--- src/rtl/spi_reg_ctrl_if.sv ---
// Register-file bus between the SPI command sequencer (master) and the
// register file (slave). One request (write or read) is outstanding at a time.
interface spi_reg_ctrl_if #(
    parameter int ADDR_W = 7
) ();
    logic [ADDR_W-1:0] reg_addr;
    logic [7:0]        reg_wdata;
    logic              reg_we;
    logic              reg_re;
    logic [7:0]        reg_rdata;
    logic              reg_ack;

    modport master (
        output reg_addr, reg_wdata, reg_we, reg_re,
        input  reg_rdata, reg_ack
    );

    modport slave (
        input  reg_addr, reg_wdata, reg_we, reg_re,
        output reg_rdata, reg_ack
    );
endinterface

--- src/rtl/spi_reg_ctrl.sv ---
// SPI command sequencer: synchronises the SPI slave's SS and byte-activity
// flag into the system clock domain, decodes a command byte, and runs single
// or auto-incrementing burst reads/writes on the register bus. Read data is
// fed to the slave's transmit byte so it appears on MISO one byte after the
// turnaround byte.
module spi_reg_ctrl #(
    parameter int ADDR_W      = 7,
    parameter int SYNC_STAGES = 2
) (
    input  logic           clk,
    input  logic           rst_n,
    input  logic           spi_ss,
    input  logic [7:0]     spi_rx_byte,
    input  logic           spi_receiveing,
    output logic [7:0]     spi_tx_byte,
    spi_reg_ctrl_if.master reg_bus,
    input  logic           err_clr,
    output logic           busy,
    output logic           overrun
);

    typedef enum logic [1:0] {
        IDLE,
        CMD,
        WRITE,
        READ
    } state_t;

    state_t                 state_q;
    logic [SYNC_STAGES-1:0] ssSync_q;
    logic                   ssPrev_q;
    logic [SYNC_STAGES-1:0] rcvSync_q;
    logic                   rcvPrev_q;
    logic                   inByte_q;
    logic [ADDR_W-1:0]      addr_q;
    logic [7:0]             wdata_q;
    logic                   we_q;
    logic                   re_q;
    logic [7:0]             rdBuf_q;
    logic                   rdValid_q;
    logic                   copied_q;
    logic [7:0]             txByte_q;
    logic                   overrun_q;

    logic                   ss_s;
    logic                   rcv_s;
    logic                   byteStart;
    logic                   byteDone;
    logic                   ssFall;
    logic                   ssRise;
    logic [ADDR_W-1:0]      addrNext_d;

    // Edge detection on the synchronised SPI-domain flags, and the next burst address
    always_comb begin
        ss_s       = ssSync_q[SYNC_STAGES-1];
        rcv_s      = rcvSync_q[SYNC_STAGES-1];
        byteStart  = rcv_s & ~rcvPrev_q & ~ss_s;
        byteDone   = ~rcv_s & rcvPrev_q & ~ss_s;
        ssFall     = ssPrev_q & ~ss_s;
        ssRise     = ~ssPrev_q & ss_s;
        addrNext_d = addr_q + ADDR_W'(1);
    end

    // Synchronisers, bus request handshake and the command/burst state machine
    always_ff @(posedge clk or negedge rst_n) begin
        if (!rst_n) begin
            state_q   <= IDLE;
            ssSync_q  <= '1;
            ssPrev_q  <= 1'b1;
            rcvSync_q <= '0;
            rcvPrev_q <= 1'b0;
            inByte_q  <= 1'b0;
            addr_q    <= '0;
            wdata_q   <= 8'h00;
            we_q      <= 1'b0;
            re_q      <= 1'b0;
            rdBuf_q   <= 8'h00;
            rdValid_q <= 1'b0;
            copied_q  <= 1'b0;
            txByte_q  <= 8'h00;
            overrun_q <= 1'b0;
        end else begin
            ssSync_q  <= {ssSync_q[SYNC_STAGES-2:0], spi_ss};
            ssPrev_q  <= ss_s;
            rcvSync_q <= {rcvSync_q[SYNC_STAGES-2:0], spi_receiveing};
            rcvPrev_q <= rcv_s;

            if (byteStart) begin
                inByte_q <= 1'b1;
                copied_q <= 1'b0;
            end else if (byteDone || ss_s) begin
                inByte_q <= 1'b0;
            end

            // Clear first so that a simultaneous new overrun event below wins
            if (err_clr) begin
                overrun_q <= 1'b0;
            end

            if (we_q && reg_bus.reg_ack) begin
                we_q   <= 1'b0;
                addr_q <= addrNext_d;
            end

            // Read data is only kept while the burst that asked for it is still live
            if (re_q && reg_bus.reg_ack) begin
                re_q <= 1'b0;
                if (state_q == READ && !ssRise) begin
                    rdBuf_q   <= reg_bus.reg_rdata;
                    rdValid_q <= 1'b1;
                end
            end

            case (state_q)
                IDLE: begin
                    txByte_q <= {7'b0, overrun_q};
                    if (ssFall) begin
                        state_q <= CMD;
                    end
                end
                CMD: begin
                    if (byteDone) begin
                        addr_q <= spi_rx_byte[ADDR_W-1:0];
                        if (spi_rx_byte[7]) begin
                            re_q    <= 1'b1;
                            state_q <= READ;
                        end else begin
                            state_q <= WRITE;
                        end
                    end
                end
                WRITE: begin
                    if (byteDone) begin
                        if (we_q) begin
                            overrun_q <= 1'b1;
                        end else begin
                            wdata_q <= spi_rx_byte;
                            we_q    <= 1'b1;
                        end
                    end
                end
                READ: begin
                    if (inByte_q && rdValid_q && !copied_q) begin
                        txByte_q  <= rdBuf_q;
                        copied_q  <= 1'b1;
                        rdValid_q <= 1'b0;
                        addr_q    <= addrNext_d;
                        re_q      <= 1'b1;
                    end
                    if (byteDone && !copied_q) begin
                        overrun_q <= 1'b1;
                    end
                end
                default: state_q <= IDLE;
            endcase

            // SS release ends the transaction; a pending request still completes on its own
            if (ssRise) begin
                state_q   <= IDLE;
                rdValid_q <= 1'b0;
                copied_q  <= 1'b0;
            end
        end
    end

    assign spi_tx_byte       = txByte_q;
    assign overrun           = overrun_q;
    assign busy              = (state_q != IDLE) | we_q | re_q;
    assign reg_bus.reg_addr  = addr_q;
    assign reg_bus.reg_wdata = wdata_q;
    assign reg_bus.reg_we    = we_q;
    assign reg_bus.reg_re    = re_q;

endmodule

--- src/flat_wrapper.sv ---
// flat-port wrapper written by rule: the top's interface ports become plain ports
module spi_reg_ctrl_flat 
#(
    parameter int ADDR_W      = 7,
    parameter int SYNC_STAGES = 2
)
  (clk, rst_n, spi_ss, spi_rx_byte, spi_receiveing, spi_tx_byte, err_clr, busy, overrun, reg_bus_reg_addr, reg_bus_reg_wdata, reg_bus_reg_we, reg_bus_reg_re, reg_bus_reg_rdata, reg_bus_reg_ack);
  spi_reg_ctrl_if #(.ADDR_W(ADDR_W)) reg_bus_i ();
  input  logic clk;
  input  logic rst_n;
  input  logic spi_ss;
  input  logic [7:0] spi_rx_byte;
  input  logic spi_receiveing;
  output logic [7:0] spi_tx_byte;
  input  logic err_clr;
  output logic busy;
  output logic overrun;
  output wire logic [$bits(reg_bus_i.reg_addr)-1:0] reg_bus_reg_addr;
  output wire logic [$bits(reg_bus_i.reg_wdata)-1:0] reg_bus_reg_wdata;
  output wire logic [$bits(reg_bus_i.reg_we)-1:0] reg_bus_reg_we;
  output wire logic [$bits(reg_bus_i.reg_re)-1:0] reg_bus_reg_re;
  input wire logic [$bits(reg_bus_i.reg_rdata)-1:0] reg_bus_reg_rdata;
  input wire logic [$bits(reg_bus_i.reg_ack)-1:0] reg_bus_reg_ack;
  assign reg_bus_reg_addr = reg_bus_i.reg_addr;
  assign reg_bus_reg_wdata = reg_bus_i.reg_wdata;
  assign reg_bus_reg_we = reg_bus_i.reg_we;
  assign reg_bus_reg_re = reg_bus_i.reg_re;
  assign reg_bus_i.reg_rdata = reg_bus_reg_rdata;
  assign reg_bus_i.reg_ack = reg_bus_reg_ack;
  spi_reg_ctrl #(.ADDR_W(ADDR_W), .SYNC_STAGES(SYNC_STAGES)) u_core (.clk(clk), .rst_n(rst_n), .spi_ss(spi_ss), .spi_rx_byte(spi_rx_byte), .spi_receiveing(spi_receiveing), .spi_tx_byte(spi_tx_byte), .reg_bus(reg_bus_i), .err_clr(err_clr), .busy(busy), .overrun(overrun));
endmodule
--- config.mk ---
export PLATFORM = sky130hd
export DESIGN_NAME = spi_reg_ctrl_flat
export DESIGN_NICKNAME = d
export VERILOG_FILES = /design/src/rtl/spi_reg_ctrl_if.sv /design/src/rtl/spi_reg_ctrl.sv /design/src/flat_wrapper.sv
export SDC_FILE = /design/constraint.sdc
export NUM_CORES = 1
export LEC_CHECK = 0
export BUFFER_PORTS_ARGS = -buffer_cell sky130_fd_sc_hd__buf_4
export CAP_MARGIN = 15
export CORE_ASPECT_RATIO = 1.2
export CORE_UTILIZATION = 52
export DETAILED_ROUTE_END_ITERATION = 10
export GPL_ROUTABILITY_DRIVEN = 0
export HOLD_SLACK_MARGIN = 0.1
export PLACE_DENSITY = 0.84
export REMOVE_ABC_BUFFERS = 1
export SETUP_SLACK_MARGIN = 0.15
export SLEW_MARGIN = 20
export SYNTH_ARGS = -nofsm -noshare
export SYNTH_HDL_FRONTEND = slang
export SYNTH_SLANG_ARGS = --single-unit
--- constraint.sdc ---
create_clock -name clk -period 2.2 [get_ports clk]
set_input_delay 0.11 -clock clk [delete_from_list [all_inputs] [get_ports clk]]
set_output_delay 0.11 -clock clk [all_outputs]
set_load 0.05 [all_outputs]
==> results.json <==
{
  "antennaDiodeCount": 0,
  "grt_overflow": 0,
  "cts_root_buffer": "clkbuf_8",
  "htreeDepth": 2,
  "grt_max_degree": 46,
  "routed_wl_um": 4326,
  "via_count": 1589,
  "wire_per_inst_um": 14.71,
  "postLayoutCellArea_mm2": 0.002710,
  "antenna_found_initial": 0,
  "dp_worst_setup_slack_ns": 0.3817,
  "tightest_slew_ns": 0.5566,
  "multi_input_area_um2": 809.5,
  "portBuffers": 48,
  "drv_cap": 0,
  "power_density_mw_per_mm2": 905.8,
  "crit_required_ns": 2.38,
  "final_nets": 264,
  "cts_made_buffers": 5,
  "p_total_mw": 2.455,
  "synth_ff_type": "dfrtp_1",
  "finalWorstSetupSlack_ns": 0.3608,
  "yosysSeqAreaShare_pct": 56.05,
  "ys_types": 41,
  "dp_cells": 265,
  "drive_above_1_share_pct": 33.06,
  "critPathKind": "reg2reg",
  "dieArea_mm2": 0.004130,
  "start_util_pct": 55.02,
  "final-seq-area_mm2": 0.001130,
  "ant_nets": 0,
  "drv_slew": 0,
  "end_kind": "flop",
  "drtIter0Drc": 30,
  "drt-pass1-iter-count": 4,
  "fill_cells": 283,
  "synth-edff-count": 0,
  "skew_ns": 0.007754,
  "cp_slowest_stage_delay_ns": 0.58,
  "die_w_um": 58.84,
  "cts.clk_slew.worst_paths_ns": 0.08,
  "path_buf_inv": 0,
  "yosysWarnings": 0,
  "setup-tns-final_ns": 0,
  "rows": 24,
  "cp_top_family": "simple AND/OR/NAND/NOR gates",
  "hold_slack_ns": 0.3539,
  "async_reset_ff_share_pct": 100.0,
  "viasPerCell": 5.405,
  "cp-start-kind": "flop",
  "status": "finished clean",
  "cts.sinks": 45,
  "finalSetupViolations": 0,
  "finalCritPeriodShare_pct": 83.60,
  "layout_commonest_cell": "buf_4",
  "drcViolationCount": 0,
  "final_util_pct": 73.98,
  "clockBufferDepth": 2,
  "grt_first_pass_wirelength_um": 6865,
  "hold_violations": 0,
  "placedInstanceArea_mm2": 0.002406,
  "dp_hpwl_um": 2992,
  "die_height_um": 70.20,
  "final_cell_mix": "buf_4 (51), dfrtp_1 (42), nand2_1 (25)",
  "ios": 49,
  "leakage_nw": 1.299,
  "min_period_ns": 1.839,
  "cts_tree": "yes",
  "ir_worst_vdd_v": 0.0004885,
  "track_usage_pct": 22.43,
  "max_freq_ghz": 0.5437,
  "instances_no_fill": 294,
  "cpMaxStageDelayCell": "or3_1",
  "relSlewSlack_pct": 62.90,
  "ys_ff_latch": 45,
  "cp.arrival_ns": 2.02,
  "grt_pass1_vias": 1576,
  "crit_fanout": 9,
  "crit_chain": "nor3b_2 > nand2_1 > or3_1 > mux2_4",
  "hp-class": "in2async",
  "core_mm2": 0.003664,
  "avgSynthCellArea_um2": 11.86,
  "area_growth_pct": 34.45,
  "syn_inst": 170,
  "cts-resized-gates": 0,
  "rsz0062_at_grt": "no",
  "syn_area_mm2": 0.002016,
  "clkLatencyLatePin_ns": 0.29
}
[state kept, by name, summed over array words and instances, names as in the netlist, 2 cells and up]
register and flops:
u_core.rcvSync_q 2, u_core.rdBuf_q 8, u_core.reg_bus.reg_addr 7, u_core.reg_bus.reg_wdata 8, u_core.spi_tx_byte 8, u_core.ssSync_q 2, u_core.state_q 2
[cell type report]
cell class	instances	area share [%]
inverter	5	0.6925
tap	52	2.401
clock inverter	1	0.2770
timing repair buffer	72	21.88
sequential	45	41.69
clock buffer	7	3.186
multi-input combinational	112	29.87
[final timing paths]
| check | end | start | cells after the start | slack, ns |
|---|---|---|---|---|
| worst min-delay path | u_core.reg_bus.reg_we | rst_n | 2 | 0.35 |
| max in group asynchronous | u_core.ssPrev_q | rst_n | 2 | 1.47 |
| worst max register to register | u_core.reg_bus.reg_wdata[5] | u_core.rcvSync_q[1] | 4 | 0.36 |
| min in group clk | u_core.ssSync_q[1] | u_core.ssSync_q[0] | 0 | 0.36 |
| worst min register to register | u_core.ssSync_q[1] | u_core.ssSync_q[0] | 0 | 0.36 |
| worst max-delay path | u_core.reg_bus.reg_wdata[5] | u_core.rcvSync_q[1] | 4 | 0.36 |
[kinds of logic (layout without fill, tap and decap cells)]
logic type               count (synthesis)  after routing  share of synthesized area (%)
multiplexers                            24             24                          14.46
adder cells (fa/ha/maj)                  1              1                         0.6206
AO/OA/AOI/OAI                           37             37                          12.10
AND/OR/NAND/NOR                         49             49                          12.54
XOR/XNOR                                 1              1                         0.4346
flip-flops                              45             45                          56.05
buffers and inverters                   13             85                          3.786
[where the power goes]
| part | internal (mW) | total, mW | switching [mW] |
|---|---|---|---|
| clock network | 0.255 | 0.515 | 0.260 |
| registers | 0.944 | 1.06 | 0.117 |
| logic | 0.337 | 0.878 | 0.541 |
[worst register-to-register path: cells and delay by family (launching register included)]
family	cells	cell delay, ns
DFF	1	0.41
and+or+nand+nor	3	0.92
muxes	1	0.39
[metal layers]
metal  global-route usage [%]  part of all wire, %  up-vias  routed length (um)
met2                    36.74                   51       60                2204
li1                         -                    -      750                   -
met5                        0                    0        -                   0
met1                    26.85                   41      768                1786
met4                    11.11                  2.5        0                 110
met3                    5.741                  5.2       11                 224
[cells in the mapped netlist, types with 2 or more instances]
cell | n | area (um^2)
a31oi_1 | 3 | 18.77
or4_1 | 4 | 30.03
dfrtp_1 | 42 | 1051
inv_1 | 5 | 18.77
nand2_1 | 25 | 93.84
a221o_1 | 3 | 30.03
a211oi_1 | 2 | 15.01
o211ai_1 | 3 | 22.52
a21oi_1 | 4 | 20.02
o21ai_0 | 11 | 55.05
nor2_1 | 5 | 18.77
dfstp_2 | 3 | 78.83
nand3_1 | 3 | 15.01
or3_1 | 3 | 18.77
buf_2 | 4 | 20.02
o22ai_1 | 2 | 12.51
mux2_2 | 9 | 101.4
mux2_4 | 8 | 120.1
buf_6 | 3 | 33.78
mux2i_1 | 7 | 70.07
[what timing repair did]
| action | CTS | global route |
|---|---|---|
| hold buffers | 21 | 0 |
| buffers inserted | 0 | 0 |
| hold endpoints to repair | 68 | 0 |
No activity file was read; power rests on OpenSTA's default activity.
